## config.mk

```make
export PLATFORM = sky130hd
export DESIGN_NAME = id_ex_pipe_flat
export DESIGN_NICKNAME = d
export VERILOG_FILES = /design/src/rtl/id_ex_pipe_if.sv /design/src/rtl/id_ex_pipe.sv /design/src/flat_wrapper.sv
export SDC_FILE = /design/constraint.sdc
export NUM_CORES = 2
export LEC_CHECK = 0
export ABC_AREA = 1
export BUFFER_PORTS_ARGS = -buffer_cell sky130_fd_sc_hd__buf_2
export CAP_MARGIN = 10
export CELL_PAD_IN_SITES_DETAIL_PLACEMENT = 1
export CELL_PAD_IN_SITES_GLOBAL_PLACEMENT = 1
export CORE_ASPECT_RATIO = 1.75
export CORE_MARGIN = 3
export CORE_UTILIZATION = 47
export DETAILED_ROUTE_END_ITERATION = 8
export GPL_ROUTABILITY_DRIVEN = 0
export PLACE_DENSITY = 0.86
export SYNTH_ARGS = -nofsm -noshare
export SYNTH_HDL_FRONTEND = slang
export SYNTH_SLANG_ARGS = --single-unit
export TNS_END_PERCENT = 5
```

## constraint.sdc

```tcl
create_clock -name clk -period 3.5 [get_ports clk]
set_input_delay 0.525 -clock clk [delete_from_list [all_inputs] [get_ports clk]]
set_output_delay 0.525 -clock clk [all_outputs]
set_load 0.05 [all_outputs]
```

## src/rtl/id_ex_pipe_if.sv

```systemverilog
// ID/EX pipeline-register bundle: IF-side instruction inputs, the WB write
// port, EX-stage hazard info, and the registered ID/EX outputs.
interface id_ex_pipe_if #(
  parameter int DATA_W = 32,
  parameter int ADDR_W = 5
);
  logic              i_valid;
  logic [31:0]       i_next_pc;
  logic [31:0]       i_instruction;
  logic              i_reg_write;
  logic [ADDR_W-1:0] i_write_register;
  logic [DATA_W-1:0] i_write_data;
  logic              i_ex_mem_read;
  logic [ADDR_W-1:0] i_ex_rt;
  logic              i_flush;

  logic              o_stall;
  logic              o_valid;
  logic [31:0]       o_next_pc;
  logic [DATA_W-1:0] o_read_data_1;
  logic [DATA_W-1:0] o_read_data_2;
  logic [DATA_W-1:0] o_imm;
  logic [ADDR_W-1:0] o_rs;
  logic [ADDR_W-1:0] o_rt;
  logic [ADDR_W-1:0] o_rd;
  logic [5:0]        o_opcode;
  logic [5:0]        o_funct;
  logic [15:0]       o_stall_count;

  // Driver side (IF/WB/EX stages or a testbench)
  modport master (
    output i_valid, i_next_pc, i_instruction, i_reg_write, i_write_register,
           i_write_data, i_ex_mem_read, i_ex_rt, i_flush,
    input  o_stall, o_valid, o_next_pc, o_read_data_1, o_read_data_2, o_imm,
           o_rs, o_rt, o_rd, o_opcode, o_funct, o_stall_count
  );

  // The ID stage itself
  modport slave (
    input  i_valid, i_next_pc, i_instruction, i_reg_write, i_write_register,
           i_write_data, i_ex_mem_read, i_ex_rt, i_flush,
    output o_stall, o_valid, o_next_pc, o_read_data_1, o_read_data_2, o_imm,
           o_rs, o_rt, o_rd, o_opcode, o_funct, o_stall_count
  );
endinterface

```

## src/rtl/id_ex_pipe.sv

```systemverilog
// Instruction decode stage: field decode, immediate extension, register file
// with write-through reads, load-use hazard detection and the ID/EX register.
module id_ex_pipe #(
  parameter int DATA_W = 32,
  parameter int ADDR_W = 5
) (
  input  logic          clk,
  input  logic          reset,
  id_ex_pipe_if.slave   bus
);
  localparam int NREGS = 2**ADDR_W;

  logic [5:0]        opcode, funct;
  logic [ADDR_W-1:0] rs, rt, rd;
  logic [15:0]       imm16;
  logic [DATA_W-1:0] imm_ext;
  logic [DATA_W-1:0] rd1, rd2;
  logic              wb_en, hazard, bubble;

  logic [DATA_W-1:0] rf_q [NREGS];

  logic              valid_d, valid_q;
  logic [31:0]       next_pc_d, next_pc_q;
  logic [DATA_W-1:0] rd1_d, rd1_q, rd2_d, rd2_q, imm_d, imm_q;
  logic [ADDR_W-1:0] rs_d, rs_q, rt_d, rt_q, rd_d, rd_q;
  logic [5:0]        opcode_d, opcode_q, funct_d, funct_q;
  logic [15:0]       stall_count_d, stall_count_q;

  // Field decode; register fields are resized to ADDR_W (zero-extend or truncate)
  always_comb begin
    opcode = bus.i_instruction[31:26];
    rs     = ADDR_W'(bus.i_instruction[25:21]);
    rt     = ADDR_W'(bus.i_instruction[20:16]);
    rd     = ADDR_W'(bus.i_instruction[15:11]);
    funct  = bus.i_instruction[5:0];
    imm16  = bus.i_instruction[15:0];
    case (opcode)
      6'h0C, 6'h0D, 6'h0E: imm_ext = DATA_W'(imm16);            // logical ops
      6'h0F:               imm_ext = DATA_W'({imm16, 16'h0000}); // LUI
      default:             imm_ext = {{(DATA_W-16){imm16[15]}}, imm16};
    endcase
  end

  // Register reads with same-cycle WB forwarding; entry 0 is hardwired to zero
  always_comb begin
    wb_en = bus.i_reg_write && (bus.i_write_register != '0);
    if (rs == '0)                                rd1 = '0;
    else if (wb_en && bus.i_write_register == rs) rd1 = bus.i_write_data;
    else                                          rd1 = rf_q[rs];
    if (rt == '0)                                rd2 = '0;
    else if (wb_en && bus.i_write_register == rt) rd2 = bus.i_write_data;
    else                                          rd2 = rf_q[rt];
  end

  // Load-use hazard; a flush squashes the instruction so it never stalls
  always_comb begin
    hazard = bus.i_valid && bus.i_ex_mem_read && (bus.i_ex_rt != '0) &&
             ((bus.i_ex_rt == rs) || (bus.i_ex_rt == rt));
    bubble = bus.i_flush || hazard || !bus.i_valid;
  end

  assign bus.o_stall = hazard && !bus.i_flush;

  // Next-state of the ID/EX register: a bubble clears every field
  always_comb begin
    valid_d   = 1'b0;
    next_pc_d = '0;
    rd1_d     = '0;
    rd2_d     = '0;
    imm_d     = '0;
    rs_d      = '0;
    rt_d      = '0;
    rd_d      = '0;
    opcode_d  = '0;
    funct_d   = '0;
    if (!bubble) begin
      valid_d   = 1'b1;
      next_pc_d = bus.i_next_pc;
      rd1_d     = rd1;
      rd2_d     = rd2;
      imm_d     = imm_ext;
      rs_d      = rs;
      rt_d      = rt;
      rd_d      = rd;
      opcode_d  = opcode;
      funct_d   = funct;
    end
    stall_count_d = stall_count_q;
    if (bus.o_stall && stall_count_q != 16'hFFFF)
      stall_count_d = stall_count_q + 16'd1;
  end

  // ID/EX register and saturating stall counter
  always_ff @(posedge clk) begin
    if (reset) begin
      valid_q       <= 1'b0;
      next_pc_q     <= '0;
      rd1_q         <= '0;
      rd2_q         <= '0;
      imm_q         <= '0;
      rs_q          <= '0;
      rt_q          <= '0;
      rd_q          <= '0;
      opcode_q      <= '0;
      funct_q       <= '0;
      stall_count_q <= '0;
    end else begin
      valid_q       <= valid_d;
      next_pc_q     <= next_pc_d;
      rd1_q         <= rd1_d;
      rd2_q         <= rd2_d;
      imm_q         <= imm_d;
      rs_q          <= rs_d;
      rt_q          <= rt_d;
      rd_q          <= rd_d;
      opcode_q      <= opcode_d;
      funct_q       <= funct_d;
      stall_count_q <= stall_count_d;
    end
  end

  // Register file write port; reset clears every entry and discards WB writes
  always_ff @(posedge clk) begin
    if (reset) begin
      for (int i = 0; i < NREGS; i++) rf_q[i] <= '0;
    end else if (wb_en) begin
      rf_q[bus.i_write_register] <= bus.i_write_data;
    end
  end

  assign bus.o_valid       = valid_q;
  assign bus.o_next_pc     = next_pc_q;
  assign bus.o_read_data_1 = rd1_q;
  assign bus.o_read_data_2 = rd2_q;
  assign bus.o_imm         = imm_q;
  assign bus.o_rs          = rs_q;
  assign bus.o_rt          = rt_q;
  assign bus.o_rd          = rd_q;
  assign bus.o_opcode      = opcode_q;
  assign bus.o_funct       = funct_q;
  assign bus.o_stall_count = stall_count_q;
endmodule
```

## src/flat_wrapper.sv

```systemverilog
// flat-port wrapper written by rule: the top's interface ports become plain ports
module id_ex_pipe_flat 
#(
  parameter int DATA_W = 32,
  parameter int ADDR_W = 5
)
  (clk, reset, bus_i_valid, bus_i_next_pc, bus_i_instruction, bus_i_reg_write, bus_i_write_register, bus_i_write_data, bus_i_ex_mem_read, bus_i_ex_rt, bus_i_flush, bus_o_stall, bus_o_valid, bus_o_next_pc, bus_o_read_data_1, bus_o_read_data_2, bus_o_imm, bus_o_rs, bus_o_rt, bus_o_rd, bus_o_opcode, bus_o_funct, bus_o_stall_count);
  id_ex_pipe_if #(.DATA_W(DATA_W), .ADDR_W(ADDR_W)) bus_i ();
  input  logic clk;
  input  logic reset;
  input wire logic [$bits(bus_i.i_valid)-1:0] bus_i_valid;
  input wire logic [$bits(bus_i.i_next_pc)-1:0] bus_i_next_pc;
  input wire logic [$bits(bus_i.i_instruction)-1:0] bus_i_instruction;
  input wire logic [$bits(bus_i.i_reg_write)-1:0] bus_i_reg_write;
  input wire logic [$bits(bus_i.i_write_register)-1:0] bus_i_write_register;
  input wire logic [$bits(bus_i.i_write_data)-1:0] bus_i_write_data;
  input wire logic [$bits(bus_i.i_ex_mem_read)-1:0] bus_i_ex_mem_read;
  input wire logic [$bits(bus_i.i_ex_rt)-1:0] bus_i_ex_rt;
  input wire logic [$bits(bus_i.i_flush)-1:0] bus_i_flush;
  output wire logic [$bits(bus_i.o_stall)-1:0] bus_o_stall;
  output wire logic [$bits(bus_i.o_valid)-1:0] bus_o_valid;
  output wire logic [$bits(bus_i.o_next_pc)-1:0] bus_o_next_pc;
  output wire logic [$bits(bus_i.o_read_data_1)-1:0] bus_o_read_data_1;
  output wire logic [$bits(bus_i.o_read_data_2)-1:0] bus_o_read_data_2;
  output wire logic [$bits(bus_i.o_imm)-1:0] bus_o_imm;
  output wire logic [$bits(bus_i.o_rs)-1:0] bus_o_rs;
  output wire logic [$bits(bus_i.o_rt)-1:0] bus_o_rt;
  output wire logic [$bits(bus_i.o_rd)-1:0] bus_o_rd;
  output wire logic [$bits(bus_i.o_opcode)-1:0] bus_o_opcode;
  output wire logic [$bits(bus_i.o_funct)-1:0] bus_o_funct;
  output wire logic [$bits(bus_i.o_stall_count)-1:0] bus_o_stall_count;
  assign bus_i.i_valid = bus_i_valid;
  assign bus_i.i_next_pc = bus_i_next_pc;
  assign bus_i.i_instruction = bus_i_instruction;
  assign bus_i.i_reg_write = bus_i_reg_write;
  assign bus_i.i_write_register = bus_i_write_register;
  assign bus_i.i_write_data = bus_i_write_data;
  assign bus_i.i_ex_mem_read = bus_i_ex_mem_read;
  assign bus_i.i_ex_rt = bus_i_ex_rt;
  assign bus_i.i_flush = bus_i_flush;
  assign bus_o_stall = bus_i.o_stall;
  assign bus_o_valid = bus_i.o_valid;
  assign bus_o_next_pc = bus_i.o_next_pc;
  assign bus_o_read_data_1 = bus_i.o_read_data_1;
  assign bus_o_read_data_2 = bus_i.o_read_data_2;
  assign bus_o_imm = bus_i.o_imm;
  assign bus_o_rs = bus_i.o_rs;
  assign bus_o_rt = bus_i.o_rt;
  assign bus_o_rd = bus_i.o_rd;
  assign bus_o_opcode = bus_i.o_opcode;
  assign bus_o_funct = bus_i.o_funct;
  assign bus_o_stall_count = bus_i.o_stall_count;
  id_ex_pipe #(.DATA_W(DATA_W), .ADDR_W(ADDR_W)) u_core (.clk(clk), .reset(reset), .bus(bus_i));
endmodule
```

==> qor.yml <==
placement:
  portBuffers: 284
  pre_cts_slack_ns: 0.4000
  place_hpwl_um: 169400
timing:
  fin_crit_sh_pct: 93.34
  finClkSkew_ns: 0.03061
  fin_tns_setup_ns: 0
  fmax_ghz: 0.3061
  rsz0062_at_grt: "no"
  max-slew-margin-rel_pct: 11.97
  finalWorstSetupSlack_ns: 0.2331
  min_period_ns: 3.267
  final_hold_viol_count: 0
  slew_violations: 0
  worst_hold_slack_ns: 0.006044
  setup_viol: 0
  worstMarginPinSlew_ns: 1.310
clock_network:
  clock_latency_ns: 0.76
  clock_tree.buffer_depth: 3
  cts_made_buffers: 113
  cts_setup_buffers: 0
  cts.sink_count: 1196
  cts_root_buf: "clkbuf_16"
  htree_num_levels: 3
  cts_tree: "yes"
  clkSlewWorstSetupHoldPaths_ns: 0.07
  cts_resized: 0
power:
  power_leakage_nw: 28.58
  p_per_area_mw_per_mm2: 500.0
  finalPower_w: 0.03456
  peakVddDrop_uv: 411.8
logic_synthesis:
  synthCells: 7395
  synthAdderAreaFrac_pct: 0.02024
  synth_area_mm2: 0.06181
  synthMuxAreaShare_pct: 0
  synth-xor-area-share_pct: 0.3401
  synth_area_per_cell_um2: 8.358
  seq_area_frac_synth_pct: 55.32
  synth-simple-area-share_pct: 25.80
  synth_compound_gate_area_share_pct: 10.45
  synth.largest_area_cell: "edfxtp_1"
  synth_top_area_share_pct: 49.75
  ys_ff_latch: 1196
  synth_top_family_by_area: "simple AND/OR/NAND/NOR gates"
  yosysUniqueCellTypes: 37
  ys_warn_count: 0
  ys_top_cells_by_area: "edfxtp_1, nand2_1, nor2_1, nand3_1, dfxtp_1"
status:
  status: "finished clean"
route:
  via_per_inst: 6.680
  antenna_left: 0
  drc: 0
  wirelength_um: 288100
  wire_per_inst_um: 31.17
  drt_pre_antenna_iters: 6
  via_count: 61740
  drt-initial-drc-count: 8338
floorplanning:
  chipWidth_um: 280.1
  fp.coreArea_mm2: 0.1303
  start_util_pct: 47.44
  num_io_pins: 285
  die_y_um: 485.7
  die_area_mm2: 0.1361
  rows: 175
finish:
  nets: 7561
  utilization_pct: 53.05
  layout-drive-gt1-share_pct: 10.67
  areaGrowthSynthToFinish_pct: 11.83
global_route:
  grt_antenna_before_repair: 30
  grt_pass1_vias: 64140
  grt_max_degree: 181
  grt_first_pass_wirelength_um: 410400
  grt-ovfl-total: 0
  grt_usage_pct: 41.24
setup_path:
  cp_common_cell: "nand2_1"
  required_ns: 4.19
  crit_type: "reg2reg"
  worstPathMaxFanout: 5
  cp_top_family: "simple AND/OR/NAND/NOR gates"
  crit_chain: "ha_1 -> nand2_1 -> nor2_1 -> nand2_1 -> nor3_1 -> nand4_1 -> nand2_1 -> nand2_1 -> nor2_1"
  cp-start-kind: "flip-flop"
  end_kind: "flip-flop"
  r2r_cells: 9
  path_buf_inv: 0
  cp.arrival_ns: 3.96
  critPathMaxStageDelay_ns: 1.01
  critical_path_depth: 9
  critPathSlowestCell: "nor3_1"
hold_path:
  min_path_type: "in2reg"
  hold-path-cell-count: 3
flow_run:
  maxCapViolations: 0
==> report_power, final <==
group,switching (W),internal [W]
Sequential,0.000401,0.0162
Combinational,0.00365,0.00113
Clock,0.00585,0.00735
==> cells in the mapped netlist (all sizes together) <==
cell type / n
nor3: 28
o21ai: 325
clkbuf: 237
ha: 1
nand3: 861
nand2: 1755
a21boi: 2
conb: 1
or2: 3
nand4: 7
dfxtp: 172
clkinv: 2
nor3b: 1
nor2: 1241
xor2: 12
buf: 403
inv: 501
edfxtp: 1024
a21oi: 496
xnor2: 12
o211ai: 311
==> worst register-to-register path, delay by kind of cell, from the launching register on <==
| family | cells | cell delay [ns] |
|---|---|---|
| flip-flops | 1 | 0.40 |
| AND/OR/NAND/NOR | 8 | 2.61 |
| adder cells (fa/ha/maj) | 1 | 0.21 |
==> logic make-up (layout without fill, tap and decap cells) <==
kind of cell | count (synthesis) | in the layout
xor+xnor | 24 | 24
other cells | 1 | 48
simple gates | 3896 | 3896
buf+inv | 1143 | 1263
flops | 1196 | 1196
compound gates | 1134 | 1134
fa+ha+maj | 1 | 1
==> cells in the final DEF, fill, tap and decap left out, drive strengths merged <==
cell         Yosys  layout
nand2         1755    1755
nor2          1241    1241
edfxtp        1024    1024
nand3          861     861
buf            403     522
inv            501     502
a21oi          496     496
o21ai          325     325
o211ai         311     311
dfxtp          172     172
clkbuf         237     148
clkinv           2      52
conb             1      32
nor3            28      28
dlygate4sd3      0      23
diode            0      16
bufinv           0      13
xnor2           12      12
xor2            12      12
nand4            7       7
or2              3       3
clkinvlp         0       3
a21boi           2       2
nor3b            1       1
ha               1       1
==> path summary, 6_finish.rpt <==
path	startpoint	to	slack (ns)
max	u_core.bus.o_stall_count[0]	u_core.bus.o_stall_count[12]	0.23
min	bus_i_next_pc[18]	u_core.bus.o_next_pc[18]	0.006
max reg2reg	u_core.bus.o_stall_count[0]	u_core.bus.o_stall_count[12]	0.23
min reg2reg	u_core.bus.o_stall_count[1]	u_core.bus.o_stall_count[1]	0.51
==> per-layer routing <==
metal | global-route usage, % | share of wire [%] | up-vias
met2 | 64.36 | 44 | 5370
met5 | 0 | 0.070 | -
met3 | 13.70 | 14 | 2015
li1 | - | - | 24710
met1 | 43.90 | 30 | 29620
met4 | 38.09 | 11 | 30
==> state kept, by name, indices dropped and copies added, names as in the netlist <==
| signal | cells |
|---|---|
| u_core.bus.o_read_data_2 | 32 |
| u_core.bus.o_opcode | 6 |
| u_core.bus.o_stall_count | 16 |
| u_core.bus.o_rd | 5 |
| u_core.rf_q | 1024 |
| u_core.bus.o_imm | 32 |
| u_core.bus.o_funct | 6 |
| u_core.bus.o_next_pc | 32 |
| u_core.bus.o_valid | 1 |
| u_core.bus.o_rs | 5 |
| u_core.bus.o_read_data_1 | 32 |
| u_core.bus.o_rt | 5 |
==> metrics by stage <==
step | area (um2) | std cells
finish | 69120 | 9243
global route | 69080 | 9229
CTS | 69060 | 9226
detailed placement | 64990 | 8990
global placement | 64990 | 8990
floorplan | 61920 | 7426
==> layout make-up <==
type | count | area (um2)
Sequential cell | 1196 | 34190
Clock inverter | 67 | 656.9
Fill cell | 15360 | 61160
Inverter | 503 | 1908
Tap cell | 1681 | 2103
Multi-Input combinational cell | 5087 | 22920
Antenna cell | 16 | 40.04
Timing Repair Buffer | 547 | 4121
Clock buffer | 146 | 3179
==> repair_timing <==
item,CTS,global route
endpoints found under the setup margin,0,0
hold buffers,23,0
endpoints found under the hold margin,23,0
Power figures use the tool's default switching activity.
